### src/rtl/bus_trace_pkg.sv
// Shared constants for the bus trace dumper: mode encodings, ASCII codes,
// FSM state encodings and the nibble-to-hex-character helper.
package bus_trace_pkg;

  localparam logic [1:0] MODE_OFF   = 2'd0;
  localparam logic [1:0] MODE_DRAIN = 2'd1;
  localparam logic [1:0] MODE_COUNT = 2'd2;
  localparam logic [1:0] MODE_CONT  = 2'd3;

  localparam logic [7:0] ASC_SPACE = 8'h20;
  localparam logic [7:0] ASC_CR    = 8'h0D;
  localparam logic [7:0] ASC_LF    = 8'h0A;
  localparam logic [7:0] ASC_ZERO  = 8'h30;
  localparam logic [7:0] ASC_ONE   = 8'h31;
  localparam logic [7:0] ASC_A     = 8'h41;

  localparam logic [2:0] ST_IDLE  = 3'd0;
  localparam logic [2:0] ST_FETCH = 3'd1;
  localparam logic [2:0] ST_HEX   = 3'd2;
  localparam logic [2:0] ST_SPACE = 3'd3;
  localparam logic [2:0] ST_FLAG  = 3'd4;
  localparam logic [2:0] ST_CR    = 3'd5;
  localparam logic [2:0] ST_LF    = 3'd6;
  localparam logic [2:0] ST_DONE  = 3'd7;

  // Uppercase hex character for one nibble.
  function automatic logic [7:0] nib2ascii(input logic [3:0] nib);
    if (nib < 4'd10) return ASC_ZERO + {4'h0, nib};
    else             return ASC_A + {4'h0, nib} - 8'd10;
  endfunction

endpackage

### src/rtl/bus_trace_dumper.sv
// Bus trace dumper: pulls fixed-format records from a source and streams
// them out as ASCII lines "WORD0 WORD1 ... FLAGS\r\n", one byte per handshake.
module bus_trace_dumper
  import bus_trace_pkg::*;
#(
  parameter int BITWIDTH = 32,
  parameter int WORDS    = 2,
  parameter int FLAGS    = 1,
  parameter int COUNTW   = 16
) (
  input  logic                            comm_clock,
  input  logic                            reset,
  input  logic                            dump_start,
  input  logic                            dump_abort,
  input  logic [1:0]                      dump_mode,
  input  logic [COUNTW-1:0]               dump_count,
  output logic                            dump_end,
  input  logic                            in_valid,
  output logic                            in_ready,
  input  logic [WORDS*BITWIDTH+FLAGS-1:0] in_data,
  input  logic                            in_empty,
  output logic                            out_valid,
  input  logic                            out_ready,
  output logic [7:0]                      out_data,
  output logic                            busy
);

  localparam int NIBS  = BITWIDTH / 4;
  localparam int WBITS = WORDS * BITWIDTH;
  localparam int DIG_W = (NIBS  > 1) ? $clog2(NIBS)  : 1;
  localparam int WRD_W = (WORDS > 1) ? $clog2(WORDS) : 1;
  localparam int FLG_W = (FLAGS > 1) ? $clog2(FLAGS) : 1;

  logic [2:0]        state;
  logic [1:0]        mode_q;
  logic [COUNTW-1:0] remain;
  logic              abort_pend;
  logic [DIG_W-1:0]  digit_idx;
  logic [WRD_W-1:0]  word_idx;
  logic [FLG_W-1:0]  flag_idx;

  // Word 0 sits in the top slot so a plain left shift walks every digit of
  // every word in output order; the current digit is always the top nibble.
  logic [WBITS-1:0]  words_rev;
  logic [WBITS-1:0]  words_sh;
  logic [FLAGS-1:0]  flag_sh;
  logic              capture;
  logic              accept;

  for (genvar k = 0; k < WORDS; k++) begin : g_rev
    assign words_rev[(WORDS-1-k)*BITWIDTH +: BITWIDTH] = in_data[k*BITWIDTH +: BITWIDTH];
  end

  // A pending abort closes the source side so no new record is taken.
  assign in_ready  = (state == ST_FETCH) && !abort_pend;
  assign capture   = in_valid && in_ready;
  assign out_valid = (state == ST_HEX) || (state == ST_SPACE) || (state == ST_FLAG) ||
                     (state == ST_CR)  || (state == ST_LF);
  assign accept    = out_valid && out_ready;
  assign busy      = (state != ST_IDLE);
  assign dump_end  = (state == ST_DONE);

  // Output byte is a pure function of state and the shifting record, so it
  // holds still for as long as the sink stalls.
  always_comb begin
    out_data = 8'h00;
    case (state)
      ST_HEX:   out_data = nib2ascii(words_sh[WBITS-1 -: 4]);
      ST_SPACE: out_data = ASC_SPACE;
      ST_FLAG:  out_data = flag_sh[FLAGS-1] ? ASC_ONE : ASC_ZERO;
      ST_CR:    out_data = ASC_CR;
      ST_LF:    out_data = ASC_LF;
      default:  out_data = 8'h00;
    endcase
  end

  // Control FSM, counters and abort latch.
  always_ff @(posedge comm_clock or negedge reset) begin
    if (!reset) begin
      state      <= ST_IDLE;
      mode_q     <= MODE_OFF;
      remain     <= '0;
      abort_pend <= 1'b0;
      digit_idx  <= '0;
      word_idx   <= '0;
      flag_idx   <= '0;
    end else begin
      if (dump_abort && (state != ST_IDLE) && (state != ST_DONE)) abort_pend <= 1'b1;
      case (state)
        ST_IDLE: begin
          if (dump_start && (dump_mode != MODE_OFF)) begin
            mode_q <= dump_mode;
            remain <= dump_count;
            state  <= ((dump_mode == MODE_COUNT) && (dump_count == '0)) ? ST_DONE : ST_FETCH;
          end
        end
        ST_FETCH: begin
          if (abort_pend) begin
            state <= ST_DONE;
          end else if (in_valid) begin
            state     <= ST_HEX;
            digit_idx <= '0;
            word_idx  <= '0;
            flag_idx  <= '0;
          end else if ((mode_q == MODE_DRAIN) && in_empty) begin
            state <= ST_DONE;
          end
        end
        ST_HEX: begin
          if (accept) begin
            if (digit_idx == DIG_W'(NIBS-1)) begin
              digit_idx <= '0;
              state     <= ST_SPACE;
            end else begin
              digit_idx <= digit_idx + DIG_W'(1);
            end
          end
        end
        ST_SPACE: begin
          if (accept) begin
            if (word_idx == WRD_W'(WORDS-1)) begin
              word_idx <= '0;
              state    <= ST_FLAG;
            end else begin
              word_idx <= word_idx + WRD_W'(1);
              state    <= ST_HEX;
            end
          end
        end
        ST_FLAG: begin
          if (accept) begin
            if (flag_idx == FLG_W'(FLAGS-1)) begin
              flag_idx <= '0;
              state    <= ST_CR;
            end else begin
              flag_idx <= flag_idx + FLG_W'(1);
            end
          end
        end
        ST_CR: begin
          if (accept) state <= ST_LF;
        end
        ST_LF: begin
          if (accept) begin
            if (abort_pend || dump_abort) begin
              state <= ST_DONE;
            end else begin
              case (mode_q)
                MODE_COUNT: begin
                  remain <= remain - COUNTW'(1);
                  state  <= (remain == COUNTW'(1)) ? ST_DONE : ST_FETCH;
                end
                MODE_DRAIN, MODE_CONT: state <= ST_FETCH;
                default:               state <= ST_FETCH;
              endcase
            end
          end
        end
        ST_DONE: begin
          abort_pend <= 1'b0;
          state      <= ST_IDLE;
        end
        default: state <= ST_IDLE;
      endcase
    end
  end

  // Record shift registers: loaded on capture, shifted as bytes leave.
  always_ff @(posedge comm_clock) begin
    if (capture) begin
      words_sh <= words_rev;
      flag_sh  <= in_data[WBITS +: FLAGS];
    end else begin
      if ((state == ST_HEX) && accept)  words_sh <= words_sh << 4;
      if ((state == ST_FLAG) && accept) flag_sh  <= flag_sh << 1;
    end
  end

endmodule

### config.mk
export PLATFORM = sky130hd
export DESIGN_NAME = bus_trace_dumper
export DESIGN_NICKNAME = d
export VERILOG_FILES = /design/src/rtl/bus_trace_pkg.sv /design/src/rtl/bus_trace_dumper.sv
export SDC_FILE = /design/constraint.sdc
export NUM_CORES = 1
export LEC_CHECK = 0
export CAP_MARGIN = 15
export CORE_UTILIZATION = 50
export CTS_CLUSTER_SIZE = 12
export DETAILED_ROUTE_END_ITERATION = 7
export GPL_ROUTABILITY_DRIVEN = 0
export PLACE_DENSITY = 0.79
export SLEW_MARGIN = 20
export SYNTH_ARGS = -nofsm -noshare
export SYNTH_HDL_FRONTEND = slang
export SYNTH_SLANG_ARGS = --single-unit
### constraint.sdc
create_clock -name comm_clock -period 4.22 [get_ports comm_clock]
set_clock_uncertainty 0.05 [all_clocks]
set_input_delay 0.633 -clock comm_clock [delete_from_list [all_inputs] [get_ports comm_clock]]
set_output_delay 0.633 -clock comm_clock [all_outputs]
set_load 0.02 [all_outputs]
---- Word level (Yosys, flattened, before mapping) ----
Index checks and enable logic that the tools add are counted.
cells by class
  reduce and logical (&&, ||, !) cells .... 33
  shift operators ......................... 0
  order comparisons ....................... 1
  multipliers ............................. 0
  $add $sub $neg .......................... 7
  bitwise operators ....................... 0
  div/mod/pow operators ................... 0
  equality and inequality tests ........... 26
  multiplexer cells ....................... 44
operator list
  kind                                                count
  2-to-1 mux 64 bit                                   2
  2-to-1 mux 16 bit                                   4
  2-to-1 mux 3 bit                                    20
  case mux 8 bit (5 select lines)                     1
  case mux 16 bit (2 select lines)                    1
  case mux 3 bit (8 select lines)                     1
  inequality test 2 bit, second input constant        10
  == test 16 x 1 -> 1 bit, second input constant      1
  zero test 16 bit                                    1
  nonzero test 2 bit                                  8
  subtractor 16 x 1 -> 16 bit, second input constant  1
  == test 3 bit, second input constant                5
  AND reduction 4 bit                                 3
  2-to-1 mux 1 bit                                    11
  logical AND 1 bit                                   10
  AND reduction 9 bit                                 1
  adder 7 x 4 -> 8 bit, first input constant          1
  2-to-1 mux 8 bit                                    1
  subtractor 8 x 4 -> 8 bit, second input constant    1
  adder 6 x 4 -> 7 bit, first input constant          1
  == test 3 x 2 -> 1 bit, second input constant       2
  case mux 3 bit (2 select lines)                     1
  logical OR 1 bit                                    5
  AND reduction 5 bit                                 1
  14 further kinds                                    18
word-level totals
  memories ................................ 0
  input bits .............................. 90
  bits in latches ......................... 0
  flip-flop bits (word level) ............. 92
  bits in writable memories ............... 0
  bits in read-only memories .............. 0
  logic and storage cells ................. 120
  output and inout bits ................... 12

---- Longest topological paths before layout ----
Gate-level depths: netlist of the first run.
  depth after elaboration ................. 9
  mapped depth ............................ 8
  gate-level depth less buffers ........... 7

---- Worst setup path before layout of the first run ----
OpenSTA, ideal clock, no wires.
  path type ............................... register -> register
  start ................................... reg state[2]
  end ..................................... reg words_sh[0] (enable)
  buffers on the path ..................... 2
  slack ................................... 0.942 ns
  data arrival time ....................... 2.810 ns
  setup time .............................. 0.418 ns
  cell stages (with the launch flop) ...... 7
  data required time ...................... 3.752 ns
  cells stage by stage .................... dfrtp_1 > clkbuf_1 > nor4b_4 > and2_1 > clkbuf_1 > a21oi_1 > inv_1
on the way
  elaborated cells between the ends (all ways) .. 15
  those cells by class .................... 6 x eq/ne; 9 x reduce/logical
RTL lines
  item                                 RTL line                 source
  from (decl)                          bus_trace_dumper.sv:34   logic [2:0] state;
  from (signal assigned)               bus_trace_dumper.sv:94   state <= ((dump_mode == MODE_COUNT) && (dump_count == '0)) ? ST_DONE : ST_FETCH;
  from (signal assigned)               bus_trace_dumper.sv:151  state <= (remain == COUNTW'(1)) ? ST_DONE : ST_FETCH;
  == test 3 x 1 -> 1 bit               bus_trace_dumper.sv:55   assign in_ready = (state == ST_FETCH) && !abort_pend;
  logical AND 1 bit                    bus_trace_dumper.sv:55
  net in_ready                         bus_trace_dumper.sv:19   output logic in_ready,
  logical AND 1 bit                    bus_trace_dumper.sv:56   assign capture = in_valid && in_ready;
  nonzero test 2 bit (no source line)  n/a
  to (signal assigned)                 bus_trace_dumper.sv:171  words_sh <= words_rev;
  to (signal assigned)                 bus_trace_dumper.sv:174  if ((state == ST_HEX) && accept) words_sh <= words_sh << 4;
  to (decl)                            bus_trace_dumper.sv:45   logic [WBITS-1:0] words_sh;
The timed path passes the listed nets, and every way through them passes these cells.
A chain may end at the register's enable or synchronous reset.

---- Final worst setup path of the first run ----
  start ................................... reg state[1]
  end ..................................... out out_data[2]
on the way
  longest elaborated chain between the ends .. 2
  elaborated cells between the ends (all ways) .. 6
  those cells by class .................... 5 x eq/ne; 1 x mux
RTL lines
  item                                         RTL line                source
  == test 3 bit, or another cell as far along  bus_trace_dumper.sv:67  case (state)
  case mux 8 bit (5 select lines) *            bus_trace_dumper.sv:67
  to (decl)                                    bus_trace_dumper.sv:24  output logic [7:0] out_data,
Mark *: on every way between the ends. The rest lies on a longest branch, timed or not.

==> summary.md, run 1 <==
| Metric | Value |
|---|---|
| Startpoint of the worst register-to-register path | state[0] |
| Power density over the cells | 528.1 nW/um^2 |
| DR vias | 3776 |
| Synth Instances | 505 |
| Non-filler instance count after layout | 705 |
| First-pass GRT wire length | 17090 um |
| Slowest cell on crit path | dfrtp_1 |
| Max-slew violations | 0 |
| Sequential share of the synthesized area | 0.5632 |
| 1st-pass router iterations | 8 |
| Final Hold Fails | 0 |
| Core area | 8848 um^2 |
| Max stage delay on crit path | 660 ps |
| H-tree Lvls | 3 |
| Clock power frac | 0.178 |
| TritonCTS clock tree | yes |
| Nets | just under 700 |
| I/O pins | 102 |
| Cts repair resizes | 0 |
| Leading post-synthesis cells by cell area | edfxtp_1 (42%), nand2_1 (16%), dfrtp_1 (14%) |
| Crit path kind | reg -> out |
| 1st-iter DRT viols | between 150 and 200 |
| Worst setup EP type | primary output |
| GRT overflow | 0 |
| Max-Slew Margin vs Limit | 0.4196 |
| Bufs on Longest Clock Path | 2 |
| Die Wd | 98.13 um |
| CP bufs+invs | 1 |
| LEAKAGE | 2.366 nW |
| Asr flop ratio synth | 0.2857 |
| PortBufs | 100 |
| Synth warn | 0 |
| Number of remaining DRC errors | 4 |
| Worst-path cell chain | nand2b_1, nand2b_1, o21ai_0, clkdlybuf4s50_1 |
| Post-route minimum period | 3149 ps |
| Routed len/inst | between 10 and 15 um |
| Hold-fix buffers, CTS | 0 |
| Status | finished, violations left |
| Internal | 1.945 mW |
| Cell Rows | 34 |
| Peak supply drop | 0.2672 mV |
| Period utilisation layout | 0.7462 |
| Ys flop type | edfxtp_1 |
| Crit-path max FO | 15 |
| Cell with the most instances after synthesis | nand2_1 |
| Clk pin slew, worst setup/hold paths | about 90 ps |
| Worst setup SP type | register |
| Post-Route WL | approximately 10000 um |
| Number of library cell types mapped by synthesis | 50 |
| Die ar. | 9630 um^2 |
| Crit. Startpoint | state[1] |
| Final HPWL DP | 7181 um |
| NetSw | ~1.1 mW |
| Die height | 98.13 um |
| Fmax | 0.3176 GHz |
| Initial Util | 0.5222 |
| Violated checks | DRC |
| Synthesis-to-finish area growth | 26.70% |
| Placed cells | 689 |
| Logic pwr share | 0.353 |
| Syn Std Cell Area | between 4000 and 5000 um^2 |
| Arrival @ worst endpoint | 2470 ps |
| Tightest Pin Transition | a little under 900 ps |
| Diode count | 0 |
| Syn Nets | 600 |
| Inserted Clock Buffers | 9 |
| Synth Area per Inst | 9.150 um^2 |
| Synth area leader | edfxtp_1 |
| Worst min path class | in -> async |
| CP Data Required Time | 3540 ps |
| Largest net degree at the start of global routing | 63 |
| RSZ-0062 raised after global routing | no |
| Sequential Power Share | 0.469 |
| Root Driver | clkbuf_8 |
| Clock insertion delay at the later pin of the skew report | 360 ps |
| Most common cell on crit path | nand2b_1 |
| Top cell family by delay on the critical path | flip-flops |
| Clock Sinks | 91 |
| Initial antenna violation count | 0 |
| Setup violators final | 0 |
| Post-CTS setup buffer count | 0 |
| Proportion of layout cells with a drive suffix above 1 | 0.05360 |
| Synth top cells by count | nand2_1 (199), edfxtp_1 (65), nor2_1 (37) |
| Post-synth EDFFs | 65 |
| Tot GR Track Use | 0.2224 |
| TNS Setup | 0 ps |
| Sw Share | 0.3711 |
| Yosys top cell area share | 0.4224 |
| Number of synthesized register bits | 91 |
| Max-Cap Viols | 0 |
| ANT nets after route | 0 |
| Vias per inst | 5.356 |
| Vias in the first global route | 3700 |
sequential cells by signal, indices dropped and copies added (netlist names):
| name | cells |
|---|---|
| state | 3 |
| mode_q | 2 |
| words_sh | 64 |
| abort_pend | 1 |
| flag_sh | 1 |
| remain | 16 |
| word_idx | 1 |
| digit_idx | 3 |
layout by cell type (no fill, tap or decap), types with 3 or more instances in the layout:
cell type	n
nand2_1	198
clkdlybuf4s50_1	99
edfxtp_1	65
nor2_1	36
a21oi_1	26
dfrtp_1	26
o21ai_1	14
o22a_1	12
o21ai_0	11
nor3_1	10
clkbuf_8	9
inv_1	8
and3_1	6
nand3_1	5
ha_1	5
nand2b_1	4
or3_1	4
buf_4	4
xnor2_1	3
or4_1	3
a31oi_1	3
per-stage QoR:
step	total power, mW	hold slack [ps]	utilization	setup WS, ps	instance area, um^2
2_1_floorplan	2.182	287.4	-	942.1	4621
3_3_place_gp	2.502	424.0	0.6404	1326	5667
3_5_place_dp	2.555	430.2	0.6398	1259	5662
4_1_cts	3.112	215.0	0.6606	1101	5846
5_1_grt	3.297	246.5	0.6616	944.0	5854
6_report	3.092	221.6	0.6616	1071	5854
metal layers:
layer / share of wire / GRT usage
met5: 0 / 0
met4: 0.016 / 0.08611
met3: 0.042 / 0.03865
met2: 0.51 / 0.3711
met1: 0.44 / 0.2912
area by class of cell:
class	count	area [um^2]
Clock buffer	9	123.9
Fill cell	731	2994
Timing Repair Buffer	104	1026
Tap cell	108	135.1
Sequential cell	91	2603
Inverter	9	33.78
Multi-Input combinational cell	377	1873
Clock inverter	7	60.06
power by group through the flow:
stage          clock network (mW)  logic, mW  registers, mW
2_1_floorplan                   0      0.794           1.39
3_3_place_gp                    0       1.05           1.45
3_5_place_dp                    0       1.09           1.46
4_1_cts                     0.572       1.09           1.45
5_1_grt                     0.602       1.21           1.48
6_report                    0.551       1.09           1.45
worst paths after layout:
path,end,slack [ps],depth (start not counted)
max in group asynchronous,digit_idx[0],3420,2
min in group comm_clock,digit_idx[0],450,1
min,remain[8],220,1
max reg2reg,words_sh[7],1350,5
max,out_data[2],1070,4
min reg2reg,digit_idx[0],450,1
cells by family (layout without fill, tap and decap cells):
group                    Yosys count  in the layout  synth area share
flip-flops                        91             91            0.5632
XOR/XNOR                           3              3          0.005687
AND/OR/NAND/NOR                  287            287            0.2702
AO/OA/AOI/OAI                     81             81            0.1124
buffers and inverters             37            129           0.03412
other                              1              1         0.0008116
adder cells (fa/ha/maj)            5              5           0.01354
(Power assumes the default switching activity.)
==> inputs of run 2 (changes only) <==
Clock period 4.22 ns to 2.9 ns, I/O delays scaled along.
==> run 2 against run 1 <==
Effect of this change:
- the flow still finishes with violations (DRC)
- cell area is 1.2% higher
- via count increased by 3.2%
- utilization grew 0.81 points
- global-route usage up 0.40 points
- critical endpoint is now out_data[0]
- largest cell class unchanged
- highest routed layer unchanged
==> summary.md, run 2 (synthesis results as in run 1) <==
| Metric | Value |
|---|---|
| Most common cell after layout, fill and taps aside | nand2_1 |
| Tightest Pin Transition | 870.1 ps (-0.5342 ps) |
| Die height | 98.13 um (unchanged) |
| LEAKAGE | 2.377 nW (+0.46%) |
| Final Hold Fails | 0 (unchanged) |
| Core area | 8848 um^2 (unchanged) |
| Nets | 692 (+0.73%) |
| Max-Cap Viols | 0 (unchanged) |
| Largest net degree at the start of global routing | 65 (+3.2%) |
| Clock Sinks | 91 (unchanged) |
| Violated checks | DRC |
| Pre-CTS setup slack | 434.5 ps (-825.0 ps) |
| ANT nets after route | 0 (unchanged) |
| Worst min path class | in -> async |
| Max reg flops | 64 (unchanged) |
| Final HPWL DP | 7119 um (-0.86%) |
| Diode count | 0 (unchanged) |
| PortBufs | 100 (unchanged) |
| Peak supply drop | 0.3313 mV (+24%) |
| Vias in the first global route | 3786 (+2.3%) |
| Most flops, register | words_sh |
| Status | finished, violations left |
| Crit path kind | reg -> out |
| Placed cells | 694 (+0.73%) |
| Die ar. | 9630 um^2 (unchanged) |
| Post-Route WL | 10390 um (+1.4%) |
| Max-slew violations | 0 (unchanged) |
| Area of the multi-input gates | 1864 um^2 (-0.47%) |
| Arrival @ worst endpoint | 2250 ps (-220 ps) |
| Synthesis-to-finish area growth | 28.24% |
| GRT overflow | 0 (unchanged) |
| Proportion of layout cells with a drive suffix above 1 | 0.06146 (+0.007860) |
| DR vias | 3895 (+3.2%) |
| CP Data Required Time | 2410 ps (-1130 ps) |
| Period utilisation layout | 0.9421 |
| First-pass GRT wire length | 17240 um (+0.85%) |
| Routed len/inst | 14.63 um (+0.68%) |
| Vias per inst | 5.486 (+2.4%) |
| H-tree Lvls | 3 (unchanged) |
| Die Wd | 98.13 um (unchanged) |
| Fillers | 749 (+2.5%) |
| Worst setup SP type | register |
| Biggest regs | words_sh: 64 flops, remain: 16 flops |
| Worst setup EP type | primary output |
| Power density over the cells | 779.7 nW/um^2 (+48%) |
| Post-CTS setup buffer count | 0 (unchanged) |
| R2R cell count | 6 (+1) |
| Bufs on Longest Clock Path | 2 (unchanged) |
| Final worst setup slack | 167.8 ps (-903.2 ps) |
| FF+latch area | 2606 um^2 (+0.14%) |
| 1st-iter DRT viols | 206 (+20%) |
| Cell Rows | 34 (unchanged) |
| Initial antenna violation count | 0 (unchanged) |
| Most frequent cells in the layout | nand2_1 (198), clkdlybuf4s50_1 (100), edfxtp_1 (65) |
| Number of remaining DRC errors | 1 (-3) |
| Max-Slew Margin vs Limit | 0.4199 (about the same) |
| TNS Setup | 0 ps (unchanged) |
| Fmax | about 0.37 GHz |
| Initial Util | 0.5222 (unchanged) |
| Crit-path max FO | 17 (+2) |
| RSZ-0062 raised after global routing | no |
| 1st-pass router iterations | 8 (unchanged) |
| Root Driver | clkbuf_8 |
| Utilization after layout | 0.6697 (+0.008060) |
| Post-route minimum period | between 2000 and 3000 ps |
| Inserted Clock Buffers | 9 (unchanged) |
| Clock insertion delay at the later pin of the skew report | 370 ps (about the same) |
| Clk pin slew, worst setup/hold paths | 90 ps (about the same) |
| Non-filler instance count after layout | 710 (+0.71%) |
| I/O pins | 102 (unchanged) |
| TritonCTS clock tree | yes |
| Setup violators final | 0 (unchanged) |
| Tot GR Track Use | 0.2264 (+0.003987) |
==> run 2: changes by cell type in the layout (fill, tap and decap cells not counted), sizes merged <==
cell and delta:
clkdlybuf4s50 +1, clkinv -1, inv -3, clkbuf +1, clkinvlp +2, bufinv +1, buf +4
==> run 2: metrics by stage <==
step	total power, mW	cell area, um^2	hold slack, ps
6_report	4.620	5926	385.9
5_1_grt	4.926	5926	427.9
4_1_cts	4.635	5922	392.1
3_5_place_dp	3.753	5720	437.1
3_3_place_gp	3.676	5720	430.3
2_1_floorplan	3.174	4624	89.41
==> run 2: final timing paths <==
check                                  start      endpoint  slack (ps)
worst max-delay path                state[0]   out_data[0]         170
min in group comm_clock         digit_idx[2]  digit_idx[2]         460
worst min-delay path                   reset     remain[7]         390
worst min register to register  digit_idx[2]  digit_idx[2]         460
worst max register to register      state[0]  words_sh[27]         660
max in group asynchronous              reset      state[1]        2130
==> run 2: routing by layer <==
metal	global-route usage	share of wire	vias to the layer above
li1	-	-	1916
met1	0.3048	0.44	1840
met2	0.3624	0.49	120
met3	0.04009	0.048	19
met4	0.09874	0.023	0
met5	0	0	-
==> run 2: repair_timing <==
| item | in CTS | in global routing |
|---|---|---|
| resized for setup | 0 | 4 |
| endpoints found under the setup margin | 0 | 5 |
| hold buffers | 0 | 0 |
==> run 2: power breakdown <==
group,total (mW),internal (mW),switching (mW)
clock,0.874,0.409,0.465
combinational,1.62,0.717,0.905
sequential,2.12,1.81,0.310
==> run 2: final cells by class <==
class	count	share of cell area
Tap cell	108	0.02280
Clock inverter	6	0.01246
Timing Repair Buffer	109	0.1824
Multi-Input combinational cell	377	0.3146
Clock buffer	10	0.02154
Inverter	9	0.006334
Sequential cell	91	0.4398
==> run 2: worst max-delay path, stage by stage, from the launching register on <==
cell and delay [ps]:
dfrtp_2 520, nand2b_1 290, nand2b_1 260, o21ai_0 190, clkdlybuf4s50_1 630
